==> config.mk <==
export PLATFORM = sky130hd
export DESIGN_NAME = seq_generator
export DESIGN_NICKNAME = d
export VERILOG_FILES = /design/src/rtl/seq_gen_pkg.sv /design/src/rtl/seq_shift_reg.sv /design/src/rtl/seq_generator.sv
export SDC_FILE = /design/constraint.sdc
export NUM_CORES = 1
export LEC_CHECK = 0
export CAP_MARGIN = 10
export CORE_AREA = 3 3 71 73
export CTS_CLUSTER_SIZE = 25
export DETAILED_ROUTE_END_ITERATION = 16
export DIE_AREA = 0 0 74 76
export SLEW_MARGIN = 40
export SYNTH_ARGS = -nofsm -noshare
export SYNTH_HDL_FRONTEND = slang
export SYNTH_SLANG_ARGS = --single-unit
==> constraint.sdc <==
create_clock -name clk -period 1.6 [get_ports clk]
set_input_delay 0.32 -clock clk [delete_from_list [all_inputs] [get_ports clk]]
set_output_delay 0.32 -clock clk [all_outputs]
set_load 0.02 [all_outputs]
==> src/rtl/seq_gen_pkg.sv <==
// Shared types and constants for the serial pattern generator and its detector.
package seq_gen_pkg;

  typedef enum logic [1:0] {
    S_IDLE = 2'd0,
    S_SEND = 2'd1,
    S_GAP  = 2'd2,
    S_DONE = 2'd3
  } state_t;

  // Target sequence shared with the detector so both ends agree.
  localparam logic [3:0] SEQ_DEFAULT_PAT = 4'b1011;

endpackage

==> src/rtl/seq_shift_reg.sv <==
// Parallel-load, shift-left register; load has priority over shift.
module seq_shift_reg #(
  parameter int WIDTH = 4
) (
  input  logic             clk,
  input  logic             reset_n,
  input  logic             load,
  input  logic             shift,
  input  logic [WIDTH-1:0] din,
  output logic             msb
);

  logic [WIDTH-1:0] sr_q;

  always_ff @(posedge clk or negedge reset_n) begin
    if (!reset_n) begin
      sr_q <= '0;
    end else if (load) begin
      sr_q <= din;
    end else if (shift) begin
      sr_q <= {sr_q[WIDTH-2:0], 1'b0};
    end
  end

  assign msb = sr_q[WIDTH-1];

endmodule

==> src/rtl/seq_generator.sv <==
// Serial bit-pattern transmitter: sends a latched pattern MSB-first, reps+1 times,
// with GAP idle cycles between frames, then pulses done.
//
//   state  | meaning
//   S_IDLE | waiting for start; outputs quiet
//   S_SEND | shifting out one pattern bit per cycle (dvalid=1)
//   S_GAP  | idle gap between frames, counted down from GAP-1
//   S_DONE | single-cycle done pulse, returns to S_IDLE
module seq_generator
  import seq_gen_pkg::*;
#(
  parameter int               WIDTH       = 4,
  parameter int               GAP         = 2,
  parameter logic [WIDTH-1:0] DEFAULT_PAT = WIDTH'(SEQ_DEFAULT_PAT)
) (
  input  logic             clk,
  input  logic             reset_n,
  input  logic             start,
  input  logic             abort,
  input  logic             use_default,
  input  logic [WIDTH-1:0] pattern,
  input  logic [3:0]       reps,
  output logic             dout,
  output logic             dvalid,
  output logic             busy,
  output logic             done
);

  localparam int BW = $clog2(WIDTH);
  localparam int GW = (GAP > 0) ? $clog2(GAP + 1) : 1;
  localparam logic [BW-1:0] BIT_LAST = BW'(WIDTH - 1);
  localparam logic [GW-1:0] GAP_LAST = GW'((GAP > 0) ? GAP - 1 : 0);

  state_t state_q, state_d;

  logic [WIDTH-1:0] pat_q;
  logic [BW-1:0]    bit_cnt_q;
  logic [GW-1:0]    gap_cnt_q;
  logic [3:0]       frame_cnt_q;

  logic             accept;
  logic             last_bit;
  logic             sr_load;
  logic             sr_shift;
  logic             sr_msb;
  logic [WIDTH-1:0] sr_din;

  assign last_bit = (bit_cnt_q == BIT_LAST);
  assign accept   = (state_q == S_IDLE) && start && !abort;

  // Fresh pattern at start; otherwise reload the latched copy between frames.
  assign sr_din = (state_q == S_IDLE) ? (use_default ? DEFAULT_PAT : pattern) : pat_q;

  always_comb begin
    state_d  = state_q;
    sr_load  = 1'b0;
    sr_shift = 1'b0;
    case (state_q)
      S_IDLE: begin
        if (accept) begin
          state_d = S_SEND;
          sr_load = 1'b1;
        end
      end
      S_SEND: begin
        if (abort) begin
          state_d = S_IDLE;
        end else if (last_bit) begin
          if (frame_cnt_q == 4'd0) begin
            state_d = S_DONE;
          end else begin
            sr_load = 1'b1;
            state_d = (GAP == 0) ? S_SEND : S_GAP;
          end
        end else begin
          sr_shift = 1'b1;
        end
      end
      S_GAP: begin
        if (abort) begin
          state_d = S_IDLE;
        end else if (gap_cnt_q == '0) begin
          state_d = S_SEND;
        end
      end
      S_DONE: begin
        state_d = S_IDLE;
      end
      default: begin
        state_d = S_IDLE;
      end
    endcase
  end

  always_ff @(posedge clk or negedge reset_n) begin
    if (!reset_n) begin
      state_q <= S_IDLE;
    end else begin
      state_q <= state_d;
    end
  end

  always_ff @(posedge clk or negedge reset_n) begin
    if (!reset_n) begin
      pat_q       <= '0;
      bit_cnt_q   <= '0;
      gap_cnt_q   <= '0;
      frame_cnt_q <= '0;
    end else if (accept) begin
      pat_q       <= sr_din;
      frame_cnt_q <= reps;
      bit_cnt_q   <= '0;
    end else if (!abort) begin
      if (state_q == S_SEND) begin
        if (last_bit) begin
          bit_cnt_q <= '0;
          if (frame_cnt_q != 4'd0) begin
            frame_cnt_q <= frame_cnt_q - 4'd1;
            gap_cnt_q   <= GAP_LAST;
          end
        end else begin
          bit_cnt_q <= bit_cnt_q + 1'b1;
        end
      end else if (state_q == S_GAP && gap_cnt_q != '0) begin
        gap_cnt_q <= gap_cnt_q - 1'b1;
      end
    end
  end

  seq_shift_reg #(
    .WIDTH(WIDTH)
  ) u_shift (
    .clk    (clk),
    .reset_n(reset_n),
    .load   (sr_load),
    .shift  (sr_shift),
    .din    (sr_din),
    .msb    (sr_msb)
  );

  assign dout   = (state_q == S_SEND) && sr_msb;
  assign dvalid = (state_q == S_SEND);
  assign busy   = (state_q != S_IDLE);
  assign done   = (state_q == S_DONE);

endmodule

==> key figures <==
Yosys
  – Syn Inst Count: 111
  – Post-Syn Nets: 127
  – Cell area after synthesis: 1090 sq um
  – Synth top cells by count: dfrtp_1, nand2_1, nor2_1
  – EDFF count, synth: 0
  – Synth area leaders: dfrtp_1, buf_6, mux2i_1
  – Leading area contributor after synthesis: dfrtp_1
  – Mean Syn Cell Area: 9.83 sq um
  – Yosys cell types: 38
  – Count leader, synth: dfrtp_1
  – Main synth FF type: dfrtp_1
  – Synth top area share: 0.413
  – Warnings, synthesis: 0
  – Async SR Flop Fraction: 1.00
  – Seq/Total Area, Yosys: 0.413
  – Flops & latches, synth: 18

Finish
  – Util after Layout: 0.381
  – Share of cells above drive strength 1: 0.399
  – Nets: 176
  – Area Overhead vs Synth: 54.1%
  – N_diodes: 0

Power
  – P_leak: 0.724 nW
  – Gate power share: 0.369
  – Total power: 1.53 mW
  – Sw frac: 0.315
  – Internal power: 1.05 mW
  – Peak supply drop: 0.000320 V
  – Sequential power share: 0.425
  – Clock share of power: 0.206
  – NetSw: 0.482 mW
  – Cell Pwr Density: 910 nW/um^2

Setup path
  – Setup Crit Path Kind: flop to primary output
  – Crit path max fanout: 6
  – Crit end category: primary output
  – Crit Reg-Reg Startpoint: frame_cnt_q[0]
  – Cells on worst reg2reg path: 5
  – Crit path launch type: flop
  – RR Endpoint: frame_cnt_q[3]
  – R2r setup slk: -0.01 ns
  – Data arrival, critical path: 1.29 ns
  – Data required, critical path: 1.28 ns

Timing
  – Final hold violation count: 0
  – Final worst slack: -0.0149 ns
  – Setup Viol. Count Final: 4
  – Post-route clock period utilization: 1.01
  – Max Slew Vio Count: 0
  – Fmax: 619 MHz
  – Max_slew headroom: 0.779
  – RSZ-0062 raised after global routing: yes
  – Slew @ Worst Pin: 0.327 ns
  – Final min period: 1.61 ns
  – Min Hold Slack: 0.393 ns
  – Fin Setup TNS: -0.0248 ns
  – Layout Skew: 0.00494 ns

Placement
  – Detailed placement HPWL: 2110 um
  – GPL Wtd Cong: 0.819
  – Port buffer count: 16

Floorplanning
  – Die span in x: 74 um
  – Die ar.: 5620 sq um
  – I/O pins: 17
  – Initial Util: 0.247
  – Core area: 4410 sq um
  – Row count: 24
  – Die Y: 76 um

Route
  – Vias per cell: 5.04
  – Antenna-violating nets left: 0
  – Per-cell routed wire length: 14.3 um
  – DRC Markers: 0
  – DR iter-0 viols: 58
  – Via count: 1059
  – 1st-pass router iterations: 4
  – Drt total wl: 3000 um

CTS
  – CTS tree: built
  – H-tree levels: 1
  – Hold buffers post-CTS: 0
  – CTS Sinks: 18
  – Clock-pin slew on the worst setup and hold paths: 0.07 ns
  – CTS Buf Count: 3
  – CTS Root Cell: clkbuf_8
  – Bufs on Longest Clock Path: 2
  – Worst-Skew Late Latency: 0.25 ns

GRT
  – GRT Util Overall: 0.104
  – First-pass GRT wire length: 4690 um
  – Largest net degree at the start of global routing: 19
  – Gr ovfl total: 0
  – Initial antenna violation count: 0
  – Vias in the first global route: 1072

Job
  – Max-cap violations: 0

Outcome
  – Status: complete, but fails checks
  – Failing checks: setup timing

Hold path
  – Min-Delay Path Class: input port to asynchronous set/reset pin
## layer usage
metal | GRT usage | share of wire | vias to the layer above
met4 | 0.0380 | 0.018 | 0
li1 | - | - | 507
met2 | 0.176 | 0.49 | 24
met5 | 0 | 0 | -
met1 | 0.131 | 0.46 | 522
met3 | 0.0158 | 0.038 | 6
## final cells by class
cell class | instances | area, sq um
repair buffers | 51 | 460
fillers | 410 | 2730
clock buffers | 3 | 41.3
multi-input cells | 80 | 641
flip-flops and latches | 18 | 452
inverters | 6 | 22.5
well taps | 52 | 65.1
## per-stage QoR
stage          instance area [sq um]  setup slack (ns)  instances
6_report                        1680           -0.0149        210
5_1_grt                         1680           -0.0683        210
4_1_cts                         1560           -0.0778        205
3_5_place_dp                    1480            -0.273        200
3_3_place_gp                    1480            -0.228        200
2_1_floorplan                   1110            0.0282        111
## power by group through the flow
stage                     clock network (mW)  logic [mW]  registers, mW
after CTS                              0.328       0.525          0.635
final                                  0.316       0.564          0.650
after floorplan                            0       0.287          0.618
after global routing                   0.338       0.621          0.664
after global placement                     0       0.471          0.637
after detailed placement                   0       0.489          0.641
## kinds of logic after synthesis
family                     synth area share
adders and majority gates            0.0344
muxes                                0.0367
AOI/OAI and AO/OA                     0.159
DFF                                   0.413
buffers and inverters                0.0803
and+or+nand+nor                       0.276
## sequential cells by signal (all words and copies together) (netlist names)
register      cells
frame_cnt_q       4
pat_q             4
u_shift.sr_q      4
bit_cnt_q         2
gap_cnt_q         2
state_q           2
## worst max-delay path, cell delays in order (launching register included)
cell	delay (ns)
dfrtp_2	0.48
nor2_1	0.17
inv_1	0.07
dlygate4sd2_1	0.32
## placed cells by master (no fill, tap or decap), types with 2 or more instances in the layout
master / netlist / routed
buf_6: 4 / 2
o2111ai_2: 0 / 2
nand3_1: 2 / 2
clkdlybuf4s50_1: 0 / 11
or4b_4: 1 / 3
mux2i_1: 4 / 4
nor4b_1: 2 / 2
nor2_1: 9 / 7
o31ai_1: 2 / 2
ha_4: 0 / 2
clkdlybuf4s15_2: 0 / 3
o211ai_1: 2 / 2
and2_1: 2 / 2
nand2_1: 9 / 7
dfrtp_1: 18 / 17
a21oi_2: 0 / 2
o21ai_0: 8 / 8
nand2_2: 0 / 2
inv_1: 6 / 4
nand4_1: 2 / 2
clkbuf_8: 0 / 3
or4_1: 3 / 3
nor2_2: 0 / 2
o21ai_1: 2 / 2
a31oi_1: 3 / 3
nor3b_1: 2 / 2
a21oi_1: 5 / 3
inv_2: 0 / 2
buf_4: 1 / 31
nor4b_2: 2 / 2
## what timing repair did
action,in CTS,in global routing
resized for setup,17,16
setup buffers,2,3
setup endpoints to repair,17,17
pin swaps,4,11
gates cloned,0,2
## how the worst max path moves through the flow
| stage | startpoint | end | slack (ns) | depth (start not counted) |
|---|---|---|---|---|
| global placement | abort | u_shift.sr_q[3] | -0.23 | 4 |
| global route | state_q[1] | busy | -0.07 | 3 |
| CTS | state_q[1] | u_shift.sr_q[2] | -0.08 | 4 |
| finish | state_q[1] | busy | -0.01 | 3 |
| floorplan | frame_cnt_q[0] | u_shift.sr_q[3] | 0.03 | 6 |
| detailed placement | abort | u_shift.sr_q[2] | -0.27 | 4 |
(Power assumes the default switching activity.)
